File: src/rtl/pipe_pkg.sv
// Shared pipeline definitions: stall vector type, stall encodings
// and stage indices into the stall vector.
package pipe_pkg;

    localparam int STALL_W_DEF = 6;

    localparam logic STOP   = 1'b1;
    localparam logic NOSTOP = 1'b0;

    typedef logic [STALL_W_DEF-1:0] stall_t;

    localparam int IF  = 0;
    localparam int ID  = 1;
    localparam int EX  = 2;
    localparam int MEM = 3;
    localparam int WB  = 4;

endpackage

File: src/rtl/pipe_sat_counter.sv
// Saturating up-counter with synchronous active-high clear.
// Stops at all-ones and never wraps.
module pipe_sat_counter #(
    parameter int CNT_W = 32
) (
    input  logic             clk,
    input  logic             rst,
    input  logic             inc,
    output logic [CNT_W-1:0] count
);

    always_ff @(posedge clk) begin
        if (rst) begin
            count <= '0;
        end else if (inc && (count != '1)) begin
            count <= count + CNT_W'(1);
        end
    end

endmodule

File: src/rtl/pipe_stage_reg.sv
// Generic inter-stage pipeline register with stall/flush/bubble handling.
// Define PIPE_STAGE_PERF_EN to add bubble/hold performance counters.
module pipe_stage_reg
    import pipe_pkg::*;
#(
    parameter int                DATA_W  = 128,
    parameter logic [DATA_W-1:0] NOP_VAL = '0,
    parameter int                STAGE   = 2,
    parameter int                STALL_W = STALL_W_DEF,
    parameter int                CNT_W   = 32
) (
    input  logic               clk,
    input  logic               rst,
    input  logic [STALL_W-1:0] stall,
    input  logic               flush,
    input  logic [DATA_W-1:0]  in_payload,
    input  logic               in_valid,
    input  logic               in_sticky,
    output logic [DATA_W-1:0]  out_payload,
    output logic               out_valid,
`ifdef PIPE_STAGE_PERF_EN
    output logic               out_sticky,
    output logic [CNT_W-1:0]   bubble_cnt,
    output logic [CNT_W-1:0]   hold_cnt
`else
    output logic               out_sticky
`endif
);

    if (STAGE < 0 || STAGE > STALL_W - 2 || DATA_W < 1) begin : g_bad_param
        $fatal(1, "pipe_stage_reg: STAGE or DATA_W out of range");
    end

    logic up;
    logic dn;
    logic do_bubble;
    logic do_hold;
    logic stall_unused;

    assign up           = stall[STAGE];
    assign dn           = stall[STAGE+1];
    assign do_bubble    = (up == STOP) && (dn == NOSTOP);
    assign do_hold      = (up == STOP) && (dn == STOP);
    assign stall_unused = ^stall;

    // Bubble keeps the sticky flag so delay-slot state outlives a load-use stall.
    always_ff @(posedge clk) begin
        if (rst || flush) begin
            out_payload <= NOP_VAL;
            out_valid   <= 1'b0;
            out_sticky  <= 1'b0;
        end else if (do_bubble) begin
            out_payload <= NOP_VAL;
            out_valid   <= 1'b0;
        end else if (up == NOSTOP) begin
            out_payload <= in_payload;
            out_valid   <= in_valid;
            out_sticky  <= in_sticky;
        end
    end

`ifndef SYNTHESIS
    always_ff @(posedge clk) begin
        if (!rst) begin
            assert (!((up == NOSTOP) && (dn == STOP)))
            else $error("pipe_stage_reg: non-monotone stall vector");
        end
    end
`endif

`ifdef PIPE_STAGE_PERF_EN
    pipe_sat_counter #(
        .CNT_W (CNT_W)
    ) u_bubble_cnt (
        .clk   (clk),
        .rst   (rst),
        .inc   (do_bubble && !flush),
        .count (bubble_cnt)
    );

    pipe_sat_counter #(
        .CNT_W (CNT_W)
    ) u_hold_cnt (
        .clk   (clk),
        .rst   (rst),
        .inc   (do_hold && !flush),
        .count (hold_cnt)
    );
`endif

endmodule

File: config.mk
export PLATFORM = sky130hd
export DESIGN_NAME = pipe_stage_reg
export DESIGN_NICKNAME = d
export VERILOG_FILES = /design/src/rtl/pipe_pkg.sv /design/src/rtl/pipe_sat_counter.sv /design/src/rtl/pipe_stage_reg.sv
export SDC_FILE = /design/constraint.sdc
export NUM_CORES = 1
export LEC_CHECK = 0
export ABC_AREA = 0
export BUFFER_PORTS_ARGS = -buffer_cell sky130_fd_sc_hd__buf_2
export CELL_PAD_IN_SITES_DETAIL_PLACEMENT = 1
export CELL_PAD_IN_SITES_GLOBAL_PLACEMENT = 2
export CORE_UTILIZATION = 26
export DETAILED_ROUTE_END_ITERATION = 10
export MAX_ROUTING_LAYER = met4
export PLACE_DENSITY = 0.81
export SYNTH_ARGS = -nofsm -noshare
export SYNTH_HDL_FRONTEND = slang
export SYNTH_SLANG_ARGS = --single-unit
export TNS_END_PERCENT = 30
File: constraint.sdc
create_clock -name clk -period 2.9 [get_ports clk]
set_input_delay 0.87 -clock clk [delete_from_list [all_inputs] [get_ports clk]]
set_output_delay 0.87 -clock clk [all_outputs]
set_load 0.1 [all_outputs]
==> summary.txt <==
Detailed routing
  • Post-route DRC: 0
  • Avg WL per Cell: 14.4 um
  • Routed WL: between 15,000 and 20,000 um
  • Detail Route Antenna Nets: 0
  • Initial detailed-routing violation count: 134
  • First drt pass iteration count: 4
  • Via density: between 4 and 5
  • Vias: 4,862

Final layout
  • Share of cells above drive strength 1: 0.371
  • # fillers: 2,342
  • Sequential cell area: 0.00260 mm2
  • Post-layout nets: between 900 and 1,000
  • Area of the multi-input gates: 0.00212 mm2
  • Fin area: 0.00715 mm2
  • Layout area overhead: 41.6%

Floorplanning
  • Die area: approximately 0.02 mm2
  • Starting density of the core: 0.267
  • Die Wd: 141 um
  • Die H: about 140 um
  • Io pins: 269
  • Row cnt: 50
  • Core area: between 0.015 and 0.02 mm2

Pwr
  • Pwr Density: 685 mW/mm2
  • Part of the power in registers: 0.380
  • Total power draw: between 4 and 5 mW
  • Sw frac: 0.289
  • Logic pwr share: 0.156
  • Psw: 1.41 mW
  • Leakage: 3.16 nW
  • Pint: 3.48 mW
  • Worst VDD drop: 0.422 mV
  • Clk pwr share: 0.464

Synth
  • Post-Syn Nets: 716
  • Mapped Cells: 577
  • Area fraction in compound gates after synthesis: 0.128
  • Most area-hungry cell type in the Yosys netlist: dfxtp_1
  • Dominant cells by area after synthesis: dfxtp_1 51%, nand2b_1 16%, a21oi_1 13%, nand3_1 13%, buf_6 2.9%
  • Syn Area/Cell: 8.76 um2
  • Distinct cells, synth: 10
  • Post-Synth Simple-Gate Area: 0.289
  • Top-count cell post-synth: dfxtp_1
  • Most frequent cells after synthesis: 130 x dfxtp_1, 129 x a21oi_1, 129 x nand2b_1, 129 x nand3_1, 27 x clkbuf_1
  • Fraction of registers with async set/reset: 0
  • Warnings, synthesis: 0
  • Top_reg_cell synth: dfxtp_1
  • Post-Syn Area: 0.00505 mm2
  • Post-Synth XOR/XNOR Area: 0
  • Post-synthesis register bit count: 130
  • Register area share after synthesis: 0.515
  • Main combinational cell family by area after synthesis: simple AND/OR/NAND/NOR gates
  • Yosys top cell area share: 0.515
  • Post-synthesis adder-cell area fraction: 0
  • Mux share of post-synthesis cell area: 0.00198
  • Post-synth EDFFs: 0

Timing
  • Final worst path period share: 0.711
  • Clock period minus worst slack: between 2 and 2.5 ns
  • Relative slew slack: 0.655
  • Final-report hold violation count: 0
  • Final Worst Setup Slack: 0.837 ns
  • RSZ-0062 raised after global routing: false
  • Setup_tns: 0 ns
  • Hold Slack: 0.474 ns
  • Fmax: 485 MHz
  • Final setup fails: 0
  • Worst Tran Pin Value: 0.522 ns
  • Pins Over Slew Limit: 0
  • Worst Skew: 0 ns

Placed design
  • Routability Congestion: 0.727
  • Port Buffers: between 200 and 300
  • DP Area: 0.00652 mm2
  • Placed wire-length estimate: 10,500 um
  • Worst slack, placed: just under 1 ns

GRT
  • Global-route usage over all layers: 0.160
  • Vias in the first global route: 4,767
  • Global route overflow: 0
  • Largest net degree at the start of global routing: 64
  • Initial antenna violation count: 3
  • First-pass GRT wire length: ~24,000 um

Worst setup path
  • Kind of critical path: register to output pin
  • Crit-path cells: buf_2
  • Slowest cell on the critical path: buf_2
  • WP depth: 1
  • CP top delay family: buffers and inverters
  • Critical Path End Type: output pin
  • Crit path DAT: about 1.2 ns
  • Peak per-stage delay on the critical path: 0.44 ns
  • Startpoint Class: register
  • Required time worst endpoint: 2.03 ns
  • CP max FO: 2
  • Buf+Inv Stages, Crit Path: 1
  • Reg2reg path depth: 2

Job
  • Max-Cap Viols: 0

Clock network
  • Root Driver: clkbuf_16
  • CTS tree: done
  • Clock tree buffer depth: 2
  • Setup Fix Bufs, Post-CTS: 0
  • Hold Buf Count CTS: 0
  • H-tree levels: 4
  • CTS Buf Count: 17
  • Worst skew pair latency: 0.41 ns
  • Reg clk slew, reported paths: 0.06 ns
  • Clock sink count: between 100 and 150
  • Post-cts sizing count: 0

Min path
  • WHS Path Cells: 2
  • Hold Path Class: register to register

Run status
  • Status: completed
power by group through the flow:
stage / sequential (mW) / combinational, mW / clock (mW)
final: 1.86 / 0.762 / 2.27
after global routing: 1.87 / 0.808 / 2.43
after CTS: 1.86 / 0.773 / 2.35
after detailed placement: 1.90 / 0.771 / 0
after global placement: 1.90 / 0.767 / 0
after floorplan: 2.28 / 0.200 / 0
layer usage:
layer,part of all wire,vias to the layer above,GRT usage
met1,0.43,2258,0.177
li1,-,2423,-
met3,0.062,21,0.0499
met5,0,-,-
met4,0.024,0,0.0673
met2,0.48,160,0.268
state kept, by name, indices dropped and copies added (netlist names):
name / cells
out_sticky: 1
out_payload: 128
out_valid: 1
layout make-up:
cell class	instances	area share
sequential	130	0.364
timing repair buffer	273	0.206
multi-input combinational	390	0.296
clock buffer	18	0.0614
tap	260	0.0455
clock inverter	14	0.0261
antenna	3	0.00105
stage by stage:
step / std cells / utilization
finish: 1088 / 0.379
global route: 1088 / 0.379
CTS: 1085 / 0.378
detailed placement: 1053 / 0.345
global placement: 1053 / 0.345
floorplan: 577 / -
worst paths after layout:
kind                                       start               end  slack [ns]
worst max-delay path             out_payload[89]   out_payload[89]        0.84
worst max register to register   out_payload[20]   out_payload[20]        2.26
worst min register to register  out_payload[120]  out_payload[120]        0.47
worst min-delay path            out_payload[120]  out_payload[120]        0.47
cells by family after synthesis:
family	count (synthesis)
flops	130
mux	1
buf+inv	57
compound gates	129
simple gates	260
layout by cell type, fill, tap and decap left out:
cell type and count:
clkbuf_16 17, inv_6 1, nand2b_1 129, buf_2 262
buf_12 6, nor2_1 1, buf_6 1, buf_4 4
clkinv_4 2, nand3_1 129, diode_2 3, clkinvlp_4 2
clkinv_2 5, or2_4 1, clkbuf_8 1, dfxtp_1 130
bufinv_16 4, a21oi_1 129, mux2i_1 1
Note: power is estimated with default switching activity, not from simulation.
